<file path="src/rtl/mul_pkg.sv">
// Shared definitions for the pipelined multiplier: product-width helper and
// per-transaction arithmetic mode encoding.
package mul_pkg;

    localparam logic MUL_UNSIGNED = 1'b0;
    localparam logic MUL_SIGNED   = 1'b1;

    function automatic int prod_w(input int a_w, input int b_w);
        return a_w + b_w;
    endfunction

endpackage

</file>
<file path="src/rtl/mul_pipe_stage.sv">
// One retiming slice {valid, data} of the multiplier pipeline; holds when en=0.
module mul_pipe_stage #(
    parameter int W = 8
) (
    input  logic         clk,
    input  logic         rst_n,
    input  logic         en,
    input  logic         in_valid,
    input  logic [W-1:0] in_data,
    output logic         out_valid,
    output logic [W-1:0] out_data
);

    // NOTE: data is reset along with valid so the output bus reads 0 straight
    // out of reset; between valid beats it may load whatever arrives.
    always_ff @(posedge clk or negedge rst_n) begin
        if (!rst_n) begin
            out_valid <= 1'b0;
            out_data  <= '0;
        end else if (en) begin
            out_valid <= in_valid;
            out_data  <= in_data;
        end
    end

endmodule

</file>
<file path="src/rtl/mul_pipe_top.sv">
// Pipelined signed/unsigned multiplier with valid/ready handshakes, a sideband
// tag and a single global stall enable driven by the output handshake.
module mul_pipe_top
    import mul_pkg::*;
#(
    parameter int A_W    = 16,
    parameter int B_W    = 16,
    parameter int STAGES = 3,
    parameter int TAG_W  = 4
) (
    input  logic                 clk,
    input  logic                 rst_n,
    input  logic                 in_valid,
    output logic                 in_ready,
    input  logic [A_W-1:0]       in_a,
    input  logic [B_W-1:0]       in_b,
    input  logic                 in_signed,
    input  logic [TAG_W-1:0]     in_tag,
    output logic                 out_valid,
    input  logic                 out_ready,
    output logic [A_W+B_W-1:0]   out_product,
    output logic [TAG_W-1:0]     out_tag,
    output logic                 busy
);

    localparam int P_W = prod_w(A_W, B_W);
    localparam int D_W = P_W + TAG_W;

    logic             en;
    logic             s1_valid;
    logic [A_W-1:0]   s1_a;
    logic [B_W-1:0]   s1_b;
    logic             s1_signed;
    logic [TAG_W-1:0] s1_tag;

    logic             sign_mode;
    logic [P_W-1:0]   a_ext;
    logic [P_W-1:0]   b_ext;
    logic [P_W-1:0]   product;

    logic [STAGES-1:0] v_chain;
    logic [D_W-1:0]    d_chain [STAGES];

    // The whole pipeline freezes only when a result is waiting and unread.
    assign en       = !out_valid || out_ready;
    assign in_ready = en;

    // NOTE: sequential state uses non-blocking assignments so every stage
    // samples the pre-edge value of its neighbour.
    always_ff @(posedge clk or negedge rst_n) begin
        if (!rst_n) begin
            s1_valid  <= 1'b0;
            s1_a      <= '0;
            s1_b      <= '0;
            s1_signed <= MUL_UNSIGNED;
            s1_tag    <= '0;
        end else if (en) begin
            s1_valid  <= in_valid;
            s1_a      <= in_a;
            s1_b      <= in_b;
            s1_signed <= in_signed;
            s1_tag    <= in_tag;
        end
    end

    // Extending both operands to the full product width makes a plain
    // P_W x P_W multiply exact modulo 2^P_W in either mode.
    always_comb begin
        sign_mode = (s1_signed == MUL_SIGNED);
        a_ext     = {{B_W{sign_mode & s1_a[A_W-1]}}, s1_a};
        b_ext     = {{A_W{sign_mode & s1_b[B_W-1]}}, s1_b};
        product   = a_ext * b_ext;
    end

    assign v_chain[0] = s1_valid;
    assign d_chain[0] = {product, s1_tag};

    for (genvar k = 1; k < STAGES; k++) begin : g_stage
        mul_pipe_stage #(
            .W(D_W)
        ) u_stage (
            .clk      (clk),
            .rst_n    (rst_n),
            .en       (en),
            .in_valid (v_chain[k-1]),
            .in_data  (d_chain[k-1]),
            .out_valid(v_chain[k]),
            .out_data (d_chain[k])
        );
    end

    assign out_valid              = v_chain[STAGES-1];
    assign {out_product, out_tag} = d_chain[STAGES-1];
    assign busy                   = |v_chain;

endmodule

</file>
<file path="config.mk">
export PLATFORM = sky130hd
export DESIGN_NAME = mul_pipe_top
export DESIGN_NICKNAME = d
export VERILOG_FILES = /design/src/rtl/mul_pkg.sv /design/src/rtl/mul_pipe_stage.sv /design/src/rtl/mul_pipe_top.sv
export SDC_FILE = /design/constraint.sdc
export NUM_CORES = 1
export LEC_CHECK = 0
export ABC_CLOCK_PERIOD_IN_PS = 7000
export BUFFER_PORTS_ARGS = -buffer_cell sky130_fd_sc_hd__clkbuf_2
export CAP_MARGIN = 5
export CORE_ASPECT_RATIO = 1.5
export CORE_MARGIN = 5
export CORE_UTILIZATION = 40
export DETAILED_ROUTE_END_ITERATION = 12
export GPL_TIMING_DRIVEN = 0
export MAX_ROUTING_LAYER = met4
export SLEW_MARGIN = 20
export SYNTH_ARGS = -nofsm -noshare
export SYNTH_HDL_FRONTEND = slang
export SYNTH_SLANG_ARGS = --single-unit
</file>
<file path="constraint.sdc">
create_clock -name clk -period 7 [get_ports clk]
set_input_delay 0 -clock clk [delete_from_list [all_inputs] [get_ports clk]]
set_output_delay 0 -clock clk [all_outputs]
set_load 0.005 [all_outputs]
</file>
==> results of run 1 <==
[synth_stat cells, types with 2 or more instances]
cell and count:
a211o_1 2, or3_1 3, nor2b_1 3, o21ai_1 5
a311oi_1 2, nand3_1 5, nor3_1 3, nor2_1 31
a21oi_1 33, o21a_1 3, nand4_1 3, o21ai_0 19
a21boi_0 2, fa_1 282, o21bai_1 4, nand2_1 405
a31o_1 2, ha_1 82, buf_2 2, buf_1 4
and2_1 131, a31oi_1 3, nor3_2 2, a21o_1 10
or2_2 8, buf_4 36, nand2b_1 8, a211oi_1 4
xor2_1 13, and3_1 10, clkbuf_1 65, inv_1 324
xnor2_1 23, dfrtp_1 112, o211ai_1 4
[how the worst max path moves through the flow]
stage / from / end / slack (ns)
final: s1_a[4] / g_stage[1].u_stage.out_data[34] / 0.19
after global routing: s1_a[4] / g_stage[1].u_stage.out_data[34] / 0.02
after CTS: s1_b[7] / g_stage[1].u_stage.out_data[34] / 0.02
after detailed placement: s1_b[5] / g_stage[1].u_stage.out_data[34] / -0.13
after global placement: s1_b[5] / g_stage[1].u_stage.out_data[34] / -0.07
after floorplan: s1_a[10] / g_stage[1].u_stage.out_data[34] / 1.03
[critical path, cell delays in order (launching register included)]
cell and delay (ns):
dfrtp_1 0.62, clkbuf_1 0.61, nand2_1 0.17, fa_1 0.44, fa_1 0.53, inv_1 0.06
fa_1 0.43, fa_1 0.49, fa_1 0.55, inv_1 0.05, fa_1 0.61, inv_1 0.07
ha_1 0.35, a211o_1 0.31, o221a_2 0.30, and2_4 0.16, a21bo_4 0.24, nand3_2 0.07
a2111oi_1 0.08, or3_1 0.33, a31o_1 0.22
[sequential cells by signal, indices dropped and copies added (netlist names)]
| name | count |
|---|---|
| g_stage.u_stage.out_valid | 2 |
| s1_signed | 1 |
| s1_a | 16 |
| s1_valid | 1 |
| s1_b | 16 |
| s1_tag | 4 |
| g_stage.u_stage.out_data | 72 |
[layout by cell type, fill, tap and decap left out, types with 19 or more instances in the layout]
cell type      synthesis  final
o21ai_0               19     19
xnor2_1               23     23
nand2_1              405    405
dlygate4sd3_1          0     39
fa_1                 282    282
and2_1               131    131
ha_1                  82     82
a21oi_1               33     33
clkbuf_2               0     92
clkbuf_1              65     45
nor2_1                31     31
inv_1                324    324
buf_4                 36     36
dfrtp_1              112    111
[timing repair]
item | 4_1_cts | 5_1_grt
hold buffers | 39 | 0
endpoints found under the hold margin | 91 | 0
pin swaps | 0 | 0
resized for setup | 2 | 25
setup endpoints to repair | 3 | 6
[final cells by class]
class,count,area [µm²]
flip-flops and latches,112,2800
inverters,324,1220
repair buffers,119,822
clock buffers,9,225
fillers,3611,20200
plain buffers,101,534
clock inverters,7,88.8
well taps,484,606
multi-input cells,1118,10400
diodes,1,2.50
[cell families (layout without fill, tap and decap cells)]
family	count (synthesis)	count (layout)	share of synthesized area [%]
XOR/XNOR	36	36	2.11
AND/OR/NAND/NOR	616	616	18.5
AO/OA/AOI/OAI	102	102	4.38
other	0	1	0
buffers and inverters	431	560	11.7
flip-flops	112	112	18.7
adder cells (fa/ha/maj)	364	364	44.6
[stage by stage]
| step | hold slack (ns) | cells | utilization, % | setup TNS (ns) |
|---|---|---|---|---|
| finish | 0.133 | 2275 | 45.3 | 0 |
| global route | 0.190 | 2275 | 45.3 | 0 |
| CTS | 0.155 | 2280 | 45.3 | 0 |
| detailed placement | 0.000193 | 2225 | 43.4 | -0.220 |
| global placement | 0.200 | 2224 | 43.3 | -0.0985 |
| floorplan | -0.296 | 1661 | - | 0 |
[routing by layer]
layer	track usage [%]	up-vias	wire, µm
li1	-	5102	-
met1	21.6	5700	14000
met2	40.2	286	22700
met3	2.09	127	1280
met4	14.0	0	3210
met5	-	-	0
==> results.txt, run 1 <==
----------------------------------------------------
[Synthesis]
  Flops & latches, synth ... 112
  Cell area after synthesis ... 0.0150 mm²
  Asr flop ratio synth ... 100%
  Number of warnings reported in the yosys synthesis log ... 0
  Mapped Avg Cell Area ... 9.01 µm²
  Number of flops mapped to enable cells by yosys ... 0
  Post-synthesis sequential area ratio ... 18.7%
  Ys flop type ... dfrtp_1
  Yosys top cell area share ... 37.7%
  Synthesized netlist cell count ... 1661
  Synth unique cells ... 48
  Leading area contributor after synthesis ... fa_1
  Synth Net Count ... 2066
  Leading post-synthesis cells by cell area ... fa_1 38%, dfrtp_1 19%, nand2_1 10%, inv_1 8.1%, ha_1 6.9%

[STA]
  Worst setup margin ... 0.189 ns
  Final min period ... 6.81 ns
  Worst slew margin ... 38.1%
  Worst clock skew on the final layout ... 0.0200 ns
  Slew Viols, Final ... 0
  Final setup vio count ... 0
  Number of endpoints with negative hold slack in the final report ... 0
  Upper clock frequency limit ... 147 MHz
  Transition at the pin with the smallest max-transition slack ... 0.928 ns
  RSZ-0062 raised after global routing ... no
  Portion of the clock cycle consumed by the worst path in the final layout ... 97.3%

[Worst setup path]
  Length in cells of the worst reg-to-reg path ... 20
  Type of element capturing the critical path ... flop
  Reg-to-Reg End ... g_stage[1].u_stage.out_data[34]
  R2R Setup Slk ... 0.19 ns
  Startpoint kind of the worst setup timing path ... flop
  Startpoint of the worst-slack reg-to-reg timing path ... s1_a[4]
  Critical path type ... reg2reg
  Highest net fanout along the worst path ... 10
  Data arrival, critical path ... 7.08 ns
  Data required time of the critical path ... 7.27 ns

[Place]
  Input/output buffers ... 79
  Final weighted congestion in routability-driven placement ... 0.937
  Worst setup slack after placement ... -0.132 ns
  Dpl hpwl ... 33700 µm
  Placed standard-cell area ... 0.0160 mm²

[Clock tree]
  Clk Tree Root Cell ... clkbuf_16
  Number of buffers on the longest clock path ... 2
  Post-CTS clock slew at the launch and capture registers of the worst setup and hold paths ... 0.08 ns
  Setup repair bufs after CTS ... 0
  TritonCTS clock tree ... built
  CTS Buf Count ... 9
  Clock tree sinks ... 112
  Insertion delay to the later sink of the worst-skew pair ... 0.39 ns
  CTS HTree Levels ... 3

[Global route]
  Vias in the first global route ... 12500
  Total congestion overflow ... 0
  Wire length of the first global-routing pass ... 66700 µm
  Global-route usage over all layers ... 21.7%
  Initial antenna violation count ... 1
  Maximum number of pins on one net before global-route repair ... 60

[Detailed routing]
  DRC Markers ... 0
  Mean number of vias per cell ... 4.93
  Detailed Route Iter0 Violations ... 491
  Post-route antenna net violation count ... 0
  Via total after detailed routing ... 11200
  Total wirelength of the detailed-routed design ... 41200 µm
  Detailed-route wire length per cell ... 18.1 µm
  Drt pass-1 iters ... 5

[Hold path]
  Classification of the worst-slack hold path ... in2async

[Finish]
  Area growth from synthesis to layout ... 11.6%
  Final #Nets ... 2190
  Layout Cell Area excl Fill ... 0.0167 mm²
  Share of cells above drive strength 1 ... 9.22%

[Job]
  Max cap viols ... 0

[Run status]
  Run status ... completed

[Floorplanning]
  Effective utilization at floorplan ... 40.6%
  Core Rows ... 86
  Die extent in x ... 168 µm
  Placeable core region ... 0.0369 mm²
  Die height ... 247 µm
  Total I/O pin count ... 80
  Floorplan die area ... 0.0415 mm²

----------------------------------------------------
Power of run 1 is not shown: default switching activity piles up to over one toggle a cycle in this logic, so the estimate is an artifact.
==> run 2: changes to the inputs <==
Settings changed: ABC_CLOCK_PERIOD_IN_PS 7000 to 6800.
Clock period 7 ns to 6.8 ns, I/O delays scaled along.
==> run 2 against run 1 <==
Largest cell class unchanged. Critical endpoint is now g_stage[1].u_stage.out_data[35]. Non-clock buffer count fell by 1. Count of clock-buffer cells in the layout unchanged. Maximum frequency rose by 3.0%. Worst setup slack got worse by 0.0029 ns. Critical path type unchanged.
==> results.txt, run 2 (same netlist as run 1, synthesis figures left out) <==
----------------------------------------------------
[Worst setup path]
  Most prevalent standard cell on the critical path ... fa_1
  Critical path type ... reg2reg
  Data required time of the critical path ... 7.08 ns (-0.19 ns)
  Worst stage delay on the critical path ... 0.57 ns (-0.05 ns)
  Reg-to-Reg End ... g_stage[1].u_stage.out_data[35]
  Slowest library cell on the worst path ... fa_1
  CP top delay family ... adder cells
  Startpoint of the worst-slack reg-to-reg timing path ... s1_a[8]
  Data arrival, critical path ... 6.90 ns (-0.18 ns)
  R2R Setup Slk ... 0.19 ns (about the same)
  Length in cells of the worst reg-to-reg path ... 22 (+10%)
  Startpoint kind of the worst setup timing path ... flop
  Highest net fanout along the worst path ... 10 (unchanged)
  Type of element capturing the critical path ... flop
  Number of buffers and inverters on the critical path ... 6 (+2)
  Cell Chain, Critical Path ... buf_1 > nand2_1 > fa_1 > inv_1 > fa_1 > inv_1 > fa_1 > inv_1 > fa_1 > fa_1 > inv_1 > fa_1 > inv_1 > ha_1 > nand4_1 > nor2_1 > o21ai_0 > a2111oi_2 > nor3_2 > o21ai_1 > a21oi_1 > a311oi_1

[Clock tree]
  Clock tree sinks ... 112 (unchanged)
  Insertion delay to the later sink of the worst-skew pair ... 0.39 ns (about the same)
  CTS HTree Levels ... 3 (unchanged)
  Post-CTS clock slew at the launch and capture registers of the worst setup and hold paths ... 0.08 ns (about the same)
  Setup repair bufs after CTS ... 0 (unchanged)
  Clk Tree Root Cell ... clkbuf_16
  TritonCTS clock tree ... built
  CTS Buf Count ... 9 (unchanged)
  Number of buffers on the longest clock path ... 2 (unchanged)

[Detailed routing]
  Post-route antenna net violation count ... 0 (unchanged)
  DRC Markers ... 0 (unchanged)
  Detailed Route Iter0 Violations ... 545 (+11%)
  Via total after detailed routing ... 11200 (-0.34%)
  Mean number of vias per cell ... 4.92 (-0.30%)
  Detailed-route wire length per cell ... 18.1 µm (-0.10%)
  Total wirelength of the detailed-routed design ... 41100 µm (-0.15%)
  Drt pass-1 iters ... 5 (unchanged)

[STA]
  Portion of the clock cycle consumed by the worst path in the final layout ... 97.3% (about the same)
  Slew Viols, Final ... 0 (unchanged)
  Transition at the pin with the smallest max-transition slack ... 0.891 ns (-0.0373 ns)
  Worst setup margin ... 0.187 ns (-0.00287 ns)
  RSZ-0062 raised after global routing ... no
  Worst slew margin ... 40.6% (+2.5 points)
  WHS ... 0.131 ns (-0.00188 ns)
  Final setup vio count ... 0 (unchanged)
  Upper clock frequency limit ... 151 MHz (+3.0%)
  Final min period ... 6.61 ns (-0.197 ns)
  Final TNS setup ... 0 ns (unchanged)
  Number of endpoints with negative hold slack in the final report ... 0 (unchanged)
  Worst clock skew on the final layout ... 0.0215 ns (+0.00157 ns)

[Global route]
  GRT met1 Usage ... 21.5% (-0.042 points)
  Maximum number of pins on one net before global-route repair ... 60 (unchanged)
  Met2 global-route usage ... 40.0% (-0.21 points)
  Initial antenna violation count ... 1 (unchanged)
  Vias in the first global route ... 12500 (-0.080%)
  Met3 capacity usage during global routing ... 2.19% (+0.096 points)
  Wire length of the first global-routing pass ... 66700 µm (about the same)
  Global-route usage over all layers ... 21.7% (about the same)
  Total congestion overflow ... 0 (unchanged)
  Busiest layer in global routing ... met2

[Place]
  Worst setup slack after placement ... -0.332 ns (-0.200 ns)
  Input/output buffers ... 79 (unchanged)
  Final weighted congestion in routability-driven placement ... 0.937 (unchanged)
  Dpl hpwl ... 33700 µm (unchanged)

[Finish]
  Most frequent standard cell in the layout excluding fill and tap cells ... nand2_1
  Registers with the most flip-flops ... g_stage.u_stage.out_data x72, s1_a x16, s1_b x16
  Top register by number of flip-flops ... g_stage.u_stage.out_data
  Flip-flop count of the largest register, all copies and words added ... 72 (unchanged)
  Share of cells above drive strength 1 ... 9.95% (+0.73 points)
  Area growth from synthesis to layout ... 11.7% (about the same)
  Final #Nets ... 2189 (-0.046%)
  Commonest cells after routing, fill and taps aside ... 405 x nand2_1, 324 x inv_1, 282 x fa_1

[Floorplanning]
  Die extent in x ... 168 µm (unchanged)
  Total I/O pin count ... 80 (unchanged)
  Placeable core region ... 0.0369 mm² (unchanged)
  Floorplan die area ... 0.0415 mm² (unchanged)
  Die height ... 247 µm (unchanged)
  Effective utilization at floorplan ... 40.6% (unchanged)
  Core Rows ... 86 (unchanged)

[Run status]
  Run status ... completed

[Hold path]
  Classification of the worst-slack hold path ... in2async

[Job]
  Max cap viols ... 0 (unchanged)

----------------------------------------------------
[run 2: cell types whose count changed in the layout (fill, tap and decap cells not counted), sizes merged]
cell    change
buf         +1
clkbuf      -2
[run 2: cell type report]
type	count	area, µm²
Timing Repair Buffer	119	822
Multi-Input combinational cell	1118	10400
Fill cell	3615	20200
Sequential cell	112	2810
Tap cell	484	606
Clock buffer	9	225
Antenna cell	1	2.50
Inverter	324	1220
Clock inverter	7	88.8
Buffer	100	539
[run 2: repair_timing]
| item | 4_1_cts | 5_1_grt |
|---|---|---|
| setup endpoints to repair | 11 | 10 |
| hold buffers | 39 | 0 |
| endpoints found under the hold margin | 91 | 0 |
| gates resized for setup | 6 | 38 |
[run 2: worst max path at each step]
stage                         from                               to  slack [ns]  cells past startpoint
after global placement     s1_b[5]  g_stage[1].u_stage.out_data[34]       -0.27                     21
after floorplan           s1_a[10]  g_stage[1].u_stage.out_data[34]        0.83                     21
final                      s1_a[8]  g_stage[1].u_stage.out_data[35]        0.19                     22
after CTS                  s1_b[9]  g_stage[1].u_stage.out_data[34]       0.006                     21
after detailed placement   s1_b[5]  g_stage[1].u_stage.out_data[34]       -0.33                     21
after global routing       s1_a[8]  g_stage[1].u_stage.out_data[35]      0.0008                     22
[run 2: through the flow]
stage | util, % | std cells | cell area [µm²]
detailed placement | 43.4 | 2225 | 16000
finish | 45.3 | 2274 | 16700
CTS | 45.3 | 2276 | 16700
floorplan | - | 1661 | 15000
global placement | 43.3 | 2224 | 16000
global route | 45.3 | 2274 | 16700
[run 2: routing by layer]
layer	wire length (µm)	vias up
li1	-	5095
met1	13900	5697
met2	22700	271
met3	1270	114
met4	3230	0
met5	0	-
Power of run 2 is left out for the same reason.
